File: src/rtl/imm_gen_stage.sv
// rtl/imm_gen_stage.sv - RV32I/RV64I immediate generation stage with 2-entry skid buffer
// Optional IMM_ZICSR_EN: SYSTEM CSR*I encodings produce the ZIMM immediate.
module imm_gen_stage #(
   parameter int XLEN = 32,
   parameter int PC_W = 32
) (
   input  logic            clk_i,
   input  logic            rst_i,
   input  logic            flush_i,
   input  logic            in_valid_i,
   output logic            in_ready_o,
   input  logic [31:0]     instr_i,
   input  logic [PC_W-1:0] pc_i,
   output logic            out_valid_o,
   input  logic            out_ready_i,
   output logic [XLEN-1:0] imm_o,
   output logic [2:0]      imm_type_o,
   output logic [PC_W-1:0] tgt_o,
   output logic [PC_W-1:0] pc_o,
   output logic            illegal_o
);

   localparam logic [2:0] T_I     = 3'b000;
   localparam logic [2:0] T_S     = 3'b001;
   localparam logic [2:0] T_B     = 3'b010;
   localparam logic [2:0] T_U     = 3'b011;
   localparam logic [2:0] T_J     = 3'b100;
   localparam logic [2:0] T_SHAMT = 3'b101;
   localparam logic [2:0] T_ZIMM  = 3'b110;
   localparam logic [2:0] T_NONE  = 3'b111;

   typedef struct packed {
      logic [XLEN-1:0] imm;
      logic [2:0]      typ;
      logic [PC_W-1:0] tgt;
      logic [PC_W-1:0] pc;
      logic            ill;
   } entry_t;

   logic [6:0]      opcode;
   logic [2:0]      funct3;
   logic [31:0]     imm_i32, imm_s32, imm_b32, imm_u32, imm_j32;
   logic [XLEN-1:0] shamt5, shamt_xlen;
   entry_t          dec;

   assign opcode  = instr_i[6:0];
   assign funct3  = instr_i[14:12];
   assign imm_i32 = {{20{instr_i[31]}}, instr_i[31:20]};
   assign imm_s32 = {{20{instr_i[31]}}, instr_i[31:25], instr_i[11:7]};
   assign imm_b32 = {{19{instr_i[31]}}, instr_i[31], instr_i[7], instr_i[30:25], instr_i[11:8], 1'b0};
   assign imm_u32 = {instr_i[31:12], 12'b0};
   assign imm_j32 = {{11{instr_i[31]}}, instr_i[31], instr_i[19:12], instr_i[20], instr_i[30:21], 1'b0};

   // funct7/funct6 never leak into the shift amount.
   assign shamt5     = XLEN'(instr_i[24:20]);
   assign shamt_xlen = (XLEN == 64) ? XLEN'(instr_i[25:20]) : shamt5;

   always_comb begin
      dec     = '0;
      dec.typ = T_NONE;
      case (opcode)
         7'b0110111, 7'b0010111: begin
            dec.typ = T_U;
            dec.imm = XLEN'($signed(imm_u32));
         end
         7'b1101111: begin
            dec.typ = T_J;
            dec.imm = XLEN'($signed(imm_j32));
         end
         7'b1100111, 7'b0000011: begin
            dec.typ = T_I;
            dec.imm = XLEN'($signed(imm_i32));
         end
         7'b0010011: begin
            if (funct3 == 3'b001 || funct3 == 3'b101) begin
               dec.typ = T_SHAMT;
               dec.imm = shamt_xlen;
            end else begin
               dec.typ = T_I;
               dec.imm = XLEN'($signed(imm_i32));
            end
         end
         7'b0011011: begin
            if (XLEN == 64) begin
               if (funct3 == 3'b001 || funct3 == 3'b101) begin
                  dec.typ = T_SHAMT;
                  dec.imm = shamt5;
               end else begin
                  dec.typ = T_I;
                  dec.imm = XLEN'($signed(imm_i32));
               end
            end else begin
               dec.ill = 1'b1;
            end
         end
         7'b0100011: begin
            dec.typ = T_S;
            dec.imm = XLEN'($signed(imm_s32));
         end
         7'b1100011: begin
            dec.typ = T_B;
            dec.imm = XLEN'($signed(imm_b32));
         end
         7'b1110011: begin
`ifdef IMM_ZICSR_EN
            if (funct3[2] && funct3[1:0] != 2'b00) begin
               dec.typ = T_ZIMM;
               dec.imm = XLEN'(instr_i[19:15]);
            end
`endif
         end
         default: dec.ill = 1'b1;
      endcase
      dec.pc  = pc_i;
      dec.tgt = pc_i + dec.imm[PC_W-1:0];
   end

   entry_t m_q, k_q;
   logic   m_valid, k_valid;
   logic   accept, pop;

   assign accept = in_valid_i & ~k_valid;
   assign pop    = m_valid & out_ready_i;

   // K only ever fills while M is stalled, so K valid implies upstream is blocked.
   always_ff @(posedge clk_i) begin
      if (rst_i) begin
         m_valid   <= 1'b0;
         k_valid   <= 1'b0;
         m_q       <= '0;
         m_q.typ   <= T_NONE;
         k_q       <= '0;
         k_q.typ   <= T_NONE;
      end else if (flush_i) begin
         m_valid <= 1'b0;
         k_valid <= 1'b0;
      end else if (k_valid) begin
         if (pop) begin
            m_q     <= k_q;
            k_valid <= 1'b0;
         end
      end else if (accept) begin
         if (!m_valid || pop) begin
            m_q     <= dec;
            m_valid <= 1'b1;
         end else begin
            k_q     <= dec;
            k_valid <= 1'b1;
         end
      end else if (pop) begin
         m_valid <= 1'b0;
      end
   end

   assign in_ready_o  = ~k_valid;
   assign out_valid_o = m_valid;
   assign imm_o       = m_q.imm;
   assign imm_type_o  = m_q.typ;
   assign tgt_o       = m_q.tgt;
   assign pc_o        = m_q.pc;
   assign illegal_o   = m_q.ill;

endmodule

File: config.mk
export PLATFORM = sky130hd
export DESIGN_NAME = imm_gen_stage
export DESIGN_NICKNAME = d
export VERILOG_FILES = /design/src/rtl/imm_gen_stage.sv
export SDC_FILE = /design/constraint.sdc
export NUM_CORES = 1
export LEC_CHECK = 0
export CAP_MARGIN = 25
export CORE_MARGIN = 4
export CORE_UTILIZATION = 54
export CTS_CLUSTER_DIAMETER = 200
export DETAILED_ROUTE_END_ITERATION = 10
export PLACE_DENSITY = 0.81
export SETUP_SLACK_MARGIN = 0.2
export SLEW_MARGIN = 20
export SYNTH_ARGS = -nofsm -noshare
export SYNTH_HDL_FRONTEND = slang
export SYNTH_SLANG_ARGS = --single-unit
File: constraint.sdc
create_clock -name clk_i -period 4.64 [get_ports clk_i]
set_input_delay 0.696 -clock clk_i [delete_from_list [all_inputs] [get_ports clk_i]]
set_output_delay 0.696 -clock clk_i [all_outputs]
set_load 0.1 [all_outputs]
==> metrics.cfg <==
[synthesis]
yosysUniqueCellTypes=63
synth_area_leaders=dfxtp_1 (40%), nand2_1 (9.7%), a21oi_1 (7.1%)
syn_inst=1292
synth_seq_cells=202
async_flop_share=0
postSynthAreaPerCell_um2=7.83
synthFlopType=dfxtp_1
netlist_area_mm2=0.0101
synth-seq-area-share=0.400
yosys.area.top_type=dfxtp_1
yosysTopAreaCellShare=0.400
synth-edff-count=0
syn-num-nets=1393
ys_warn_count=0

[floorplan]
num_io_pins=171
die_h_um=145
fp.dieW_um=145
core_area_mm2=0.0182
dieArea_mm2=0.0210
start_util=0.556
rows=49

[cts]
cts_max_path_buffers=3
htree_num_levels=1
cts_tree=done
root_buffer=clkbuf_16
clkTransAtPathRegs_ns=0.06
cts_made_buffers=23
clk_latency_ns=0.50
cts.sinks=202
cts_hold_buf=0

[power_and_ir_drop]
power_frac_comb=0.202
power.density_mw_per_mm2=342
pwr-share-seq=0.411
power.internal_mw=3.05
switchingPower_mw=1.38
switching_share=0.312
ir_worst_vdd_uv=340
pwr-share-clk=0.386
p_leak_nw=4.93

[timing]
max_slew_margin=0.300
fin_crit_ns=4.18
clock_skew_ns=0.00835
period_share=0.901
fmax_mhz=239
tightest_slew_ns=1.05
rsz0062_at_grt=false
drv_slew=0
setup_violations=0
worst_hold_slack_ns=0.452
fin_tns_setup_ns=0
hold_violations=0

[worst_setup_path]
slowest_delay_ns=0.53
cp-end-kind=register
arrival_ns=4.51
path_class=primary input to register
cp_max_fo=5
cp.required_ns=4.97
start_kind=primary input
critPathBufInv=4
cpMaxStageDelayCell=clkdlybuf4s50_1
path_cells=clkdlybuf4s50_1 > nand2b_1 > nor2_2 > buf_4 > nand2_1 > a21oi_2 > a22oi_1 > inv_1 > ha_1 > a21o_1 > a2111oi_4 > a21oi_2 > o41ai_1 > buf_4 > o21ai_4 > a211oi_2 > xor2_1 > a221oi_1
crit_family=compound AO/OA/AOI/OAI gates

[route]
wl_per_cell_um=18.6
vias=9840
drt_wl_total_mm=31.4
routed_via_density=5.82
first_pass_iters=5
drcViolationCount=0
antenna_left=0
drt_iter0_markers=813

[place]
port-buffer-count=170
gp_congestion=0.948
dpl.cell_count=1650
hpwl_mm=22.4

[cells_and_area]
syn2layout_area_growth_pct=28.3
finalNonFillerCells=1692
n_antenna_cell=0
drive_above_1_share=0.0827
nNetsFinal=1550
fin_util=0.713

[global_route]
gr-total-overflow=0
grtUsageTotal=0.292
antenna_found_initial=1
grt_pass1_wl_mm=49.0
grt_max_degree=128
grt_pass1_vias=9225

[worst_hold_path]
hp-class=register to register

[run]
maxCapViolCount=0

[outcome]
outcome=complete, no violations

## power groups by stage
stage	Combinational (mW)	Sequential [mW]	Clock, mW
after CTS	0.892	1.82	1.74
after floorplan	0.272	2.19	0
after detailed placement	0.887	1.86	0
final	0.897	1.83	1.71
after global routing	0.947	1.83	1.80
after global placement	0.883	1.86	0
## sequential cells by signal, summed over array words and instances, names as in the netlist
name	count
imm_o	32
imm_type_o	3
tgt_o	32
k_q	100
out_valid_o	1
illegal_o	1
k_valid	1
pc_o	32
## stage by stage
step	setup slack, ns	power [mW]	area, um^2
floorplan	0.783	2.47	10100
global placement	0.0368	2.74	12200
detailed placement	-0.0662	2.75	12200
CTS	0.422	4.45	12900
global route	0.159	4.58	13000
finish	0.460	4.44	13000
## layout make-up
cell class / count / area (um^2)
clock inverters: 6 / 61.3
multi-input cells: 959 / 5660
clock buffers: 33 / 633
inverters: 36 / 135
repair buffers: 227 / 2160
well taps: 229 / 287
flip-flops and latches: 202 / 4050
fillers: 1500 / 5230
## logic make-up (layout without fill, tap and decap cells)
group / Yosys count / in the layout / share of synthesized area
buf+inv: 131 / 302 / 0.0491
fa+ha+maj: 32 / 32 / 0.0403
xor+xnor: 30 / 30 / 0.0260
compound gates: 390 / 390 / 0.251
simple gates: 463 / 463 / 0.190
flops: 202 / 202 / 0.400
mux: 44 / 44 / 0.0435
## path summary, 6_finish.rpt
| check | startpoint | end | slack (ns) | cells past startpoint |
|---|---|---|---|---|
| hold reg to reg | k_q[51]$_SDFFE_PP0P_ | k_q[51]$_SDFFE_PP0P_ | 0.45 | 2 |
| setup reg to reg | k_valid$_SDFF_PP0_ | k_q[52]$_SDFFE_PP0P_ | 1.99 | 6 |
| setup / recovery | instr_i[4] | tgt_o[28]$_SDFFE_PP0P_ | 0.46 | 18 |
| hold / removal | k_q[51]$_SDFFE_PP0P_ | k_q[51]$_SDFFE_PP0P_ | 0.45 | 2 |
## repair_timing
item,4_1_cts,5_1_grt
setup buffers,0,3
gates resized for setup,0,12
setup endpoints to repair,0,17
## tightest hold or removal path: stages, from the launching register on
cell and delay [ns]:
dfxtp_1 0.30, nand2_1 0.05, a21oi_1 0.05
## per-layer routing
metal,part of all wire,GRT usage,up-vias,routed length [um]
met5,0.00041,0,-,13
met1,0.42,0.380,4618,13300
met3,0.059,0.0516,55,1850
met2,0.49,0.496,313,15400
met4,0.028,0.0879,2,876
li1,-,-,4852,-
## Yosys cell counts (all sizes together), types with 5 or more instances
cell type  count
a211o          7
a211oi        83
a21o          15
a21oi        146
a221oi         6
a22oi         15
a311oi        12
a31oi          6
and2           8
and3          14
buf            7
clkbuf        88
dfxtp        202
ha            31
inv           36
mux2i         44
nand2        261
nand2b         6
nand3         10
nand3b         6
nand4          6
nor2         123
nor2b          5
nor3          13
o211ai         7
o21ai         54
o21bai         7
or3            5
xnor2         20
xor2          10
## cell usage in the layout (no fill, tap or decap), types with 12 or more instances in the layout
| cell type | n |
|---|---|
| a211oi_1 | 80 |
| a21o_1 | 15 |
| a21oi_1 | 141 |
| a311oi_1 | 12 |
| and3_1 | 14 |
| buf_4 | 55 |
| clkbuf_16 | 23 |
| clkdlybuf4s50_1 | 169 |
| dfxtp_1 | 201 |
| ha_1 | 31 |
| inv_1 | 35 |
| mux2i_1 | 44 |
| nand2_1 | 261 |
| nor2_1 | 122 |
| nor3_1 | 12 |
| o21ai_0 | 51 |
| xnor2_1 | 20 |
(Power assumes the default switching activity.)
